<file path="src/rtl/mips_pkg.sv">
// Shared encodings and the decode-to-execute control word for the MIPS pipeline control path.
package mips_pkg;

    localparam logic [1:0] MTR_ALU = 2'b00;
    localparam logic [1:0] MTR_MEM = 2'b01;
    localparam logic [1:0] MTR_PC8 = 2'b10;

    localparam logic [1:0] RDST_RT = 2'b00;
    localparam logic [1:0] RDST_RD = 2'b01;
    localparam logic [1:0] RDST_RA = 2'b10;

    localparam logic [1:0] FWD_RF = 2'b00;
    localparam logic [1:0] FWD_W  = 2'b01;
    localparam logic [1:0] FWD_M  = 2'b10;

    typedef struct packed {
        logic       reg_write;
        logic [1:0] mem_to_reg;
        logic       mem_write;
        logic [2:0] alu_control;
        logic       alu_src;
        logic [1:0] reg_dst;
        logic       load;
    } ctrl_e_t;

    localparam ctrl_e_t CTRL_BUBBLE = '0;

endpackage

</file>
<file path="src/rtl/ctrl_stage_reg.sv">
// Control-word pipeline register; reset or flush loads BUBBLE, otherwise loads the input each cycle.
module ctrl_stage_reg #(
    parameter int           W      = 8,
    parameter logic [W-1:0] BUBBLE = '0
) (
    input  logic         i_clk,
    input  logic         i_rst,
    input  logic         i_flush,
    input  logic [W-1:0] i_d,
    output logic [W-1:0] o_q
);

    always_ff @(posedge i_clk) begin
        if (i_rst || i_flush) begin
            o_q <= BUBBLE;
        end else begin
            o_q <= i_d;
        end
    end

endmodule

</file>
<file path="src/rtl/hazard_ctrl_pipe.sv">
// Carries decode control through E/M/W and derives stall, flush and forward selects from in-flight state.
module hazard_ctrl_pipe
    import mips_pkg::*;
#(
    parameter int REG_AW = 5,
    parameter int RA_REG = 31
) (
    input  logic              i_clk,
    input  logic              i_rst,
    input  logic              i_RegWriteD,
    input  logic              i_MemWriteD,
    input  logic              i_ALUSrcD,
    input  logic              i_LoadD,
    input  logic              i_BranchD,
    input  logic              i_JumpRD,
    input  logic [1:0]        i_MemtoRegD,
    input  logic [1:0]        i_RegDstD,
    input  logic [2:0]        i_ALUControlD,
    input  logic              i_PCSrcD,
    input  logic [REG_AW-1:0] i_RsD,
    input  logic [REG_AW-1:0] i_RtD,
    input  logic [REG_AW-1:0] i_RdD,
    output logic              o_StallF,
    output logic              o_StallD,
    output logic              o_FlushD,
    output logic              o_FlushE,
    output logic              o_ForwardAD,
    output logic              o_ForwardBD,
    output logic [1:0]        o_ForwardAE,
    output logic [1:0]        o_ForwardBE,
    output logic              o_RegWriteE,
    output logic              o_RegWriteM,
    output logic              o_RegWriteW,
    output logic [1:0]        o_MemtoRegE,
    output logic [1:0]        o_MemtoRegM,
    output logic [1:0]        o_MemtoRegW,
    output logic              o_MemWriteE,
    output logic              o_MemWriteM,
    output logic [2:0]        o_ALUControlE,
    output logic              o_ALUSrcE,
    output logic [1:0]        o_RegDstE,
    output logic              o_LoadE,
    output logic              o_LoadM,
    output logic [REG_AW-1:0] o_RsE,
    output logic [REG_AW-1:0] o_RtE,
    output logic [REG_AW-1:0] o_RdE,
    output logic [REG_AW-1:0] o_WriteRegE,
    output logic [REG_AW-1:0] o_WriteRegM,
    output logic [REG_AW-1:0] o_WriteRegW
);

    localparam int CW = $bits(ctrl_e_t);
    localparam int EW = CW + 3 * REG_AW;
    localparam int MW = 5 + REG_AW;
    localparam int WW = 3 + REG_AW;
    localparam logic [REG_AW-1:0] RA = REG_AW'(RA_REG);

    ctrl_e_t           ctrl_d;
    ctrl_e_t           ctrl_e;
    logic [EW-1:0]     de_q;
    logic [MW-1:0]     em_q;
    logic [WW-1:0]     mw_q;
    logic [REG_AW-1:0] rs_e, rt_e, rd_e;
    logic [REG_AW-1:0] write_reg_e, write_reg_m, write_reg_w;
    logic              reg_write_m, mem_write_m, load_m, reg_write_w;
    logic [1:0]        mem_to_reg_m, mem_to_reg_w;
    logic              lwstall, brstall, stall;
    logic              rs_hit, rt_hit;

    assign ctrl_d = '{
        reg_write:   i_RegWriteD,
        mem_to_reg:  i_MemtoRegD,
        mem_write:   i_MemWriteD,
        alu_control: i_ALUControlD,
        alu_src:     i_ALUSrcD,
        reg_dst:     i_RegDstD,
        load:        i_LoadD
    };

    ctrl_stage_reg #(.W(EW), .BUBBLE({CTRL_BUBBLE, {(3*REG_AW){1'b0}}})) u_de (
        .i_clk   (i_clk),
        .i_rst   (i_rst),
        .i_flush (stall),
        .i_d     ({ctrl_d, i_RsD, i_RtD, i_RdD}),
        .o_q     (de_q)
    );
    assign {ctrl_e, rs_e, rt_e, rd_e} = de_q;

    always_comb begin
        write_reg_e = rt_e;
        case (ctrl_e.reg_dst)
            RDST_RD: write_reg_e = rd_e;
            RDST_RA: write_reg_e = RA;
            default: write_reg_e = rt_e;
        endcase
    end

    ctrl_stage_reg #(.W(MW)) u_em (
        .i_clk   (i_clk),
        .i_rst   (i_rst),
        .i_flush (1'b0),
        .i_d     ({ctrl_e.reg_write, ctrl_e.mem_to_reg, ctrl_e.mem_write, ctrl_e.load, write_reg_e}),
        .o_q     (em_q)
    );
    assign {reg_write_m, mem_to_reg_m, mem_write_m, load_m, write_reg_m} = em_q;

    ctrl_stage_reg #(.W(WW)) u_mw (
        .i_clk   (i_clk),
        .i_rst   (i_rst),
        .i_flush (1'b0),
        .i_d     ({reg_write_m, mem_to_reg_m, write_reg_m}),
        .o_q     (mw_q)
    );
    assign {reg_write_w, mem_to_reg_w, write_reg_w} = mw_q;

    // A decode operand still being produced by an ALU op in E or a load in M cannot be compared yet.
    assign rs_hit = (i_RsD != '0) &&
                    ((ctrl_e.reg_write && (write_reg_e == i_RsD)) || (load_m && (write_reg_m == i_RsD)));
    assign rt_hit = (i_RtD != '0) &&
                    ((ctrl_e.reg_write && (write_reg_e == i_RtD)) || (load_m && (write_reg_m == i_RtD)));

    assign lwstall = ctrl_e.load && (rt_e != '0) && ((rt_e == i_RsD) || (rt_e == i_RtD));
    assign brstall = (i_BranchD && (rs_hit || rt_hit)) || (i_JumpRD && rs_hit);
    assign stall   = lwstall || brstall;

    assign o_StallF = stall;
    assign o_StallD = stall;
    assign o_FlushE = stall;
    assign o_FlushD = i_PCSrcD && !stall;

    function automatic logic [1:0] fwd_sel(input logic [REG_AW-1:0] src);
        logic [1:0] sel;
        sel = FWD_RF;
        if (src != '0) begin
            if (reg_write_m && (src == write_reg_m)) begin
                sel = FWD_M;
            end else if (reg_write_w && (src == write_reg_w)) begin
                sel = FWD_W;
            end
        end
        return sel;
    endfunction

    assign o_ForwardAE = fwd_sel(rs_e);
    assign o_ForwardBE = fwd_sel(rt_e);
    assign o_ForwardAD = (i_RsD != '0) && reg_write_m && (i_RsD == write_reg_m);
    assign o_ForwardBD = (i_RtD != '0) && reg_write_m && (i_RtD == write_reg_m);

    assign o_RegWriteE   = ctrl_e.reg_write;
    assign o_MemtoRegE   = ctrl_e.mem_to_reg;
    assign o_MemWriteE   = ctrl_e.mem_write;
    assign o_ALUControlE = ctrl_e.alu_control;
    assign o_ALUSrcE     = ctrl_e.alu_src;
    assign o_RegDstE     = ctrl_e.reg_dst;
    assign o_LoadE       = ctrl_e.load;
    assign o_RsE         = rs_e;
    assign o_RtE         = rt_e;
    assign o_RdE         = rd_e;
    assign o_WriteRegE   = write_reg_e;

    assign o_RegWriteM = reg_write_m;
    assign o_MemtoRegM = mem_to_reg_m;
    assign o_MemWriteM = mem_write_m;
    assign o_LoadM     = load_m;
    assign o_WriteRegM = write_reg_m;

    assign o_RegWriteW = reg_write_w;
    assign o_MemtoRegW = mem_to_reg_w;
    assign o_WriteRegW = write_reg_w;

endmodule

</file>
<file path="config.mk">
export PLATFORM = sky130hd
export DESIGN_NAME = hazard_ctrl_pipe
export DESIGN_NICKNAME = d
export VERILOG_FILES = /design/src/rtl/mips_pkg.sv /design/src/rtl/ctrl_stage_reg.sv /design/src/rtl/hazard_ctrl_pipe.sv
export SDC_FILE = /design/constraint.sdc
export NUM_CORES = 1
export LEC_CHECK = 0
export BUFFER_PORTS_ARGS = -buffer_cell sky130_fd_sc_hd__buf_2
export CAP_MARGIN = 20
export CORE_UTILIZATION = 45
export CTS_CLUSTER_SIZE = 30
export DETAILED_ROUTE_END_ITERATION = 6
export PLACE_DENSITY = 0.77
export REMOVE_ABC_BUFFERS = 1
export SLEW_MARGIN = 20
export SYNTH_ARGS = -nofsm -noshare
export SYNTH_HDL_FRONTEND = slang
export SYNTH_HIERARCHICAL = 1
export SYNTH_SLANG_ARGS = --single-unit
</file>
<file path="constraint.sdc">
create_clock -name i_clk -period 2.5 [get_ports i_clk]
set_clock_uncertainty 0.15 [all_clocks]
set_input_delay 0.125 -clock i_clk [delete_from_list [all_inputs] [get_ports i_clk]]
set_output_delay 0.125 -clock i_clk [all_outputs]
set_load 0.02 [all_outputs]
</file>
==> results of run 1 <==
area by class of cell:
cell class / instances / share of cell area [%]
clock buffers: 5 / 1.976
clock inverters: 3 / 1.330
inverters: 6 / 0.6468
multi-input cells: 161 / 43.98
flip-flops and latches: 44 / 25.37
well taps: 70 / 2.515
repair buffers: 129 / 24.18
power by group through the flow:
stage	Sequential [mW]	Clock (mW)	Combinational (mW)
finish	0.788	0.562	0.549
global route	0.791	0.605	0.590
CTS	0.785	0.570	0.524
detailed placement	0.798	0	0.446
global placement	0.798	0	0.436
floorplan	0.835	0	0.222
registers in the layout, summed over array words and instances, names as in the netlist:
register,cells
u_em/o_q,10
u_de/o_q,26
u_mw/o_q,8
cells in the mapped netlist (all sizes together):
cell	count	area [um2]
a311oi	1	15.01
dfxtp	44	880.8
ha	2	25.02
o22ai	1	6.260
clkbuf	3	11.26
nor4bb	1	10.01
inv	6	22.52
a211oi	5	57.56
nor4b	1	8.760
or4	3	26.27
xnor2	29	254.0
nand2	4	15.01
a21oi	2	10.01
xor2	14	122.6
o21a	1	7.510
nor4	5	31.28
nand3	7	35.03
o221a	1	11.26
or3	3	18.77
nor3	10	50.05
nand4	4	25.02
a21boi	1	7.510
o21ai	8	40.03
o211ai	1	12.51
nor2b	4	27.53
a31oi	1	6.260
nor2	4	17.52
and4	2	17.52
buf	15	145.1
conb	1	3.750
nor3b	44	520.5
routing by layer:
layer | global-route usage, % | vias to the layer above | share of wire (%)
met5 | 2.778 | - | 0
met4 | 12.96 | 0 | 3.6
met3 | 5.291 | 23 | 5.5
met2 | 44.54 | 107 | 48
met1 | 29.80 | 1061 | 43
li1 | - | 1029 | -
worst reg2reg max path, stage by stage (launching register included):
cell and delay [ns]:
dfxtp_2 0.36, inv_2 0.05, ha_4 0.24, buf_8 0.15, buf_4 0.13, a21oi_2 0.17
xor2_1 0.10, or4_4 0.56, nand3_4 0.12, buf_4 0.12, buf_4 0.19, nor3b_2 0.07
through the flow:
step                      power [mW]  setup TNS [ns]  cell area [um2]  setup slack, ns  hold WS [ns]
final                          1.899          -1.106             3482          -0.2000       0.01521
after detailed placement       1.243          -5.010             2955          -0.2168        0.2196
after floorplan                1.057          -36.11             2290           -1.271       0.04574
after global placement         1.234          -1.736             2955         -0.09752        0.2109
after global routing           1.986          -3.204             3482          -0.2704      0.006544
after CTS                      1.879         -0.4775             3443          -0.1217      0.009143
logic make-up after synthesis:
logic type | after synthesis
adder cells (fa/ha/maj) | 2
flip-flops | 44
other | 1
AO/OA/AOI/OAI | 22
AND/OR/NAND/NOR | 92
XOR/XNOR | 43
buffers and inverters | 24
how the worst max path moves through the flow:
| stage | start | endpoint | slack, ns | depth (start not counted) |
|---|---|---|---|---|
| finish | u_de/o_q[16] | o_FlushD | -0.20 | 9 |
| floorplan | u_de/o_q[16] | u_de/o_q[0] | -1.27 | 8 |
| detailed placement | u_de/o_q[16] | o_StallD | -0.22 | 9 |
| CTS | u_de/o_q[16] | o_StallD | -0.12 | 10 |
| global route | u_de/o_q[16] | o_FlushE | -0.27 | 10 |
| global placement | u_de/o_q[16] | o_FlushE | -0.1 | 9 |
repair_timing:
| item | in CTS | in global routing |
|---|---|---|
| hold endpoints to repair | 16 | 0 |
| endpoints found under the setup margin | 30 | 30 |
| pin swaps | 11 | 3 |
| resized for setup | 37 | 8 |
| buffers inserted | 8 | 0 |
| hold buffers | 16 | 0 |
==> summary.txt, run 1 <==
Detailed routing
  – DR vias/cell: 5.311
  – DR pass1 iterations: 4
  – WL final: 6970 um
  – DRC Markers: 0
  – WL per Instance: 16.67 um
  – DR iter-0 viols: 119
  – Via Count: 2220
  – ANT nets after route: 0

Setup path
  – Crit Path Max Fanout: 5
  – Max stage delay on crit path: 0.56 ns
  – R2r setup slk: -0.03 ns
  – CP required: 2.23 ns
  – Arrival time worst endpoint: 2.42 ns
  – R2R depth: 11
  – Family with the most delay on the worst path: simple AND/OR/NAND/NOR gates
  – Sequence of cells on the critical path: inv_2 > ha_4 > buf_8 > buf_4 > a21oi_2 > xor2_1 > or4_4 > and4_1 > buf_6
  – CP endpoint kind: output port
  – Crit start category: flop
  – Worst path slowest cell: or4_4
  – WP buf/inv: 4
  – WS Path Type: reg2out
  – Worst r2r src: u_de/o_q[16]
  – R2r endpoint: u_de/o_q[8]

STA
  – Part of the cycle the worst path needs: 108.0%
  – Max Slew Vio Count: 0
  – Setup WS post-layout: -0.2000 ns
  – RSZ-0062 raised after global routing: yes
  – Final number of hold-violating endpoints: 0
  – Finish-stage setup viols: 22
  – Crit path time final: 2.700 ns
  – Fmax: 370.4 MHz

Cells and area
  – Net total in the final layout: 380
  – Commonest non-fill, non-tap cell in the layout: buf_2
  – Layout area overhead: 42.57%
  – Register area: 883.3 um2
  – Fin cells: 418
  – Area occupied by multi-input gates: 1531 um2
  – Fillers: 390
  – N_diodes: 0
  – Share of layout cells above drive strength 1: 53.74%
  – Final Util: 67.32%
  – Most frequent cells in the layout: 85 x buf_2, 42 x nor3b_2, 42 x dfxtp_1

CTS
  – TritonCTS Sinks: 44
  – Register clock-pin slew on the reported worst setup and hold paths: 0.09 ns
  – H-tree levels: 2
  – CTS root buf: clkbuf_8
  – CTS Buf Count: 5
  – CTS tree: yes
  – Clk buf depth: 2
  – Clk Latency, worst-skew pair: 0.30 ns

Placed design
  – Port Buffer Count: 89
  – Placed cells: 386
  – DP HPWL: 4629 um
  – Final GP Congestion: 0.9433

Yosys
  – Post-Syn Area: 2442 um2
  – Mapped Avg Cell Area: 10.71 um2
  – Main combinational cell family by area after synthesis: simple AND/OR/NAND/NOR gates
  – Seq/Total Area, Yosys: 36.07%
  – Adder-cell share of the synthesized area: 1.025%
  – Number of synthesized register bits: 44
  – Post-Syn Instances: 228
  – Post-synthesis mux area share: 0%
  – Synth Area in Compound Gates: 7.121%
  – Synth Area in XOR/XNOR: 15.42%
  – Synth cell types: 40
  – Post-synthesis simple-gate area fraction: 32.89%
  – Yosys warnings: 6

Hold path
  – Hold EP: u_de/o_q[6]
  – Hold Startpoint: i_RtD[1]
  – Class of the worst hold path: in2reg
  – Hold depth: 2

Floorplan
  – CORE AREA: 5172 um2
  – Die Y: 75.67 um
  – Die Area: 5726 um2
  – Cell Rows: 26
  – IO Pins: 90
  – DIE WIDTH: 75.67 um
  – Initial Util: 47.22%

Power
  – Switching share of power: 31.35%
  – Flop pwr share: 41.5%
  – Fraction of power consumed by combinational cells: 28.9%
  – LEAKAGE: 1.517 nW
  – Power Density: 545.2 nW/um2
  – Clock share of power: 29.6%
  – Psw: 0.5951 mW
  – Maximum vdd ir drop: 471.9 uV
  – Internal power: 1.303 mW

Global route
  – Initial antenna violation count: 0
  – Tot GR Track Use: 25.67%
  – Vias in the first global route: 2219
  – First-pass GRT wire length: 10680 um
  – Pin count of the biggest net entering global routing: 19
  – GR Overflow Total: 0

Run status
  – Failing checks: negative setup slack
  – Outcome: finished with violations

Job
  – Max-Cap Viols: 0
Note: power is estimated with default switching activity, not from simulation.
==> run 2: changes to the inputs <==
--- a/config.mk
+++ b/config.mk
@@ -11,7 +11,6 @@
 export CTS_CLUSTER_SIZE = 30
 export DETAILED_ROUTE_END_ITERATION = 6
 export PLACE_DENSITY = 0.77
-export REMOVE_ABC_BUFFERS = 1
 export SLEW_MARGIN = 20
 export SYNTH_ARGS = -nofsm -noshare
 export SYNTH_HDL_FRONTEND = slang
==> summary.txt, run 2 (same netlist as run 1, synthesis figures left out) <==
Global route
  – Pin count of the biggest net entering global routing: 17
  – Initial antenna violation count: 0
  – Tot GR Track Use: 25.93%
  – First-pass GRT wire length: 10610 um
  – Vias in the first global route: 2090
  – GR Overflow Total: 0

Detailed routing
  – ANT nets after route: 0
  – Via Count: 2166
  – DR pass1 iterations: 4
  – DR vias/cell: 5.232
  – DRC Markers: 0
  – WL per Instance: 17.49 um
  – WL final: 7240 um
  – DR iter-0 viols: 185

STA
  – RSZ-0062 raised after global routing: yes
  – Max Slew Vio Count: 0
  – Final number of hold-violating endpoints: 0
  – Part of the cycle the worst path needs: 109.3%
  – Crit path time final: 2.734 ns
  – Finish-stage setup viols: 29
  – Fmax: 365.8 MHz
  – Setup WS post-layout: -0.2335 ns

Cells and area
  – Net total in the final layout: 377
  – Most frequent cells in the layout: 85 x buf_2, 43 x nor3b_2, 42 x dfxtp_1
  – Largest regs: u_de/o_q (26), u_em/o_q (10), u_mw/o_q (8)
  – Final Util: 67.42%
  – Commonest non-fill, non-tap cell in the layout: buf_2
  – Largest Register: u_de/o_q
  – Fin cells: 414
  – Register area: 885.9 um2
  – N_diodes: 0
  – Share of layout cells above drive strength 1: 53.20%
  – Max reg flops: 26
  – Fillers: 397
  – Area occupied by multi-input gates: 1528 um2
  – Layout area overhead: 42.78%

CTS
  – H-tree levels: 2
  – CTS root buf: clkbuf_8
  – CTS Buf Count: 5
  – CTS tree: yes
  – Clk buf depth: 2
  – Clk Latency, worst-skew pair: 0.29 ns
  – Register clock-pin slew on the reported worst setup and hold paths: 0.08 ns
  – TritonCTS Sinks: 44

Setup path
  – Worst r2r src: u_de/o_q[16]
  – R2R depth: 11
  – Crit Path Max Fanout: 5
  – CP required: 2.23 ns
  – CP endpoint kind: output port
  – Arrival time worst endpoint: 2.46 ns
  – Worst path slowest cell: or4_4
  – Crit start category: flop
  – Sequence of cells on the critical path: inv_2 > ha_4 > buf_8 > a211oi_4 > or3_1 > nand4_1 > or4_4 > and4_4 > buf_6
  – Crit path launch: u_de/o_q[16]
  – WS Path Type: reg2out
  – Max stage delay on crit path: 0.56 ns

Floorplan
  – Initial Util: 47.22%
  – Cell Rows: 26
  – Die Area: 5726 um2
  – IO Pins: 90
  – CORE AREA: 5172 um2
  – DIE WIDTH: 75.67 um
  – Die Y: 75.67 um

Run status
  – Failing checks: negative setup slack
  – Outcome: finished with violations

Power
  – Power Density: 506.0 nW/um2
  – LEAKAGE: 1.494 nW
  – Maximum vdd ir drop: 494.8 uV
  – Total power: 1.764 mW

Job
  – Max-Cap Viols: 0

Placed design
  – DP HPWL: 4758 um
  – Port Buffer Count: 89
  – Final GP Congestion: 0.8319
  – Placed cells: 381

Hold path
  – Hold Startpoint: i_RtD[2]
  – Hold depth: 2
  – Class of the worst hold path: in2reg
run 2: changes by cell type in the layout (fill, tap and decap cells not counted), moves of 2 or more:
| cell | previous run | this run |
|---|---|---|
| buf_4 | 22 | 10 |
| buf_12 | 1 | 4 |
| buf_8 | 4 | 1 |
| buf_6 | 1 | 9 |
| nor2b_4 | 3 | 1 |
| o21ai_0 | 5 | 7 |
| o21ai_1 | 3 | 1 |
| nor3b_1 | 2 | 0 |
run 2: layer usage:
layer	vias to the layer above	part of all wire, %	track usage [%]
met5	-	0	0
met4	0	1.0	8.436
met3	9	7.7	5.688
met2	104	49	44.15
met1	1030	42	32.70
li1	1023	-	-
run 2: timing repair:
item | CTS | global route
setup buffers | 6 | 3
hold buffers | 16 | 0
gates resized for setup | 18 | 9
gates cloned | 0 | 1
pin swaps | 10 | 7
endpoints found under the setup margin | 4 | 30
hold endpoints to repair | 16 | 0
run 2: through the flow:
step / setup TNS (ns) / hold slack (ns) / area (um2) / setup WS, ns
6_report: -2.918 / 0.02340 / 3487 / -0.2335
5_1_grt: -5.576 / 0.02144 / 3487 / -0.3196
4_1_cts: -1.039 / 0.02102 / 3385 / -0.1863
3_5_place_dp: 0 / 0.2163 / 3017 / 0.009931
2_1_floorplan: 0 / 0.1310 / 2540 / 0.006966
3_3_place_gp: 0 / 0.2114 / 3017 / 0.06380
run 2: final timing paths:
kind | endpoint | slack (ns)
min | u_de/o_q[7] | 0.02
max reg2reg | u_de/o_q[11] | -0.12
max | o_FlushD | -0.23
min reg2reg | u_mw/o_q[5] | 0.35
run 2: power by group:
part           switching (mW)  leakage (nW)  internal [mW]  total, mW
clock network           0.240        0.0400          0.189      0.430
registers              0.0546         0.364          0.737      0.791
logic                   0.282          1.09          0.262      0.544
run 2: layout make-up:
cell class | count | share of cell area, %
Clock buffer | 5 | 1.973
Tap cell | 70 | 2.512
Clock inverter | 2 | 0.3588
Inverter | 6 | 0.6459
Sequential cell | 44 | 25.40
Timing Repair Buffer | 126 | 25.30
Multi-Input combinational cell | 161 | 43.81
run 2: worst max-delay path, delay by kind of cell (launching register included):
family / cells / cell delay [ns]
buffers and inverters: 3 / 0.30
and+or+nand+nor: 4 / 0.99
adders and majority gates: 1 / 0.23
AOI/OAI and AO/OA: 1 / 0.27
DFF: 1 / 0.36
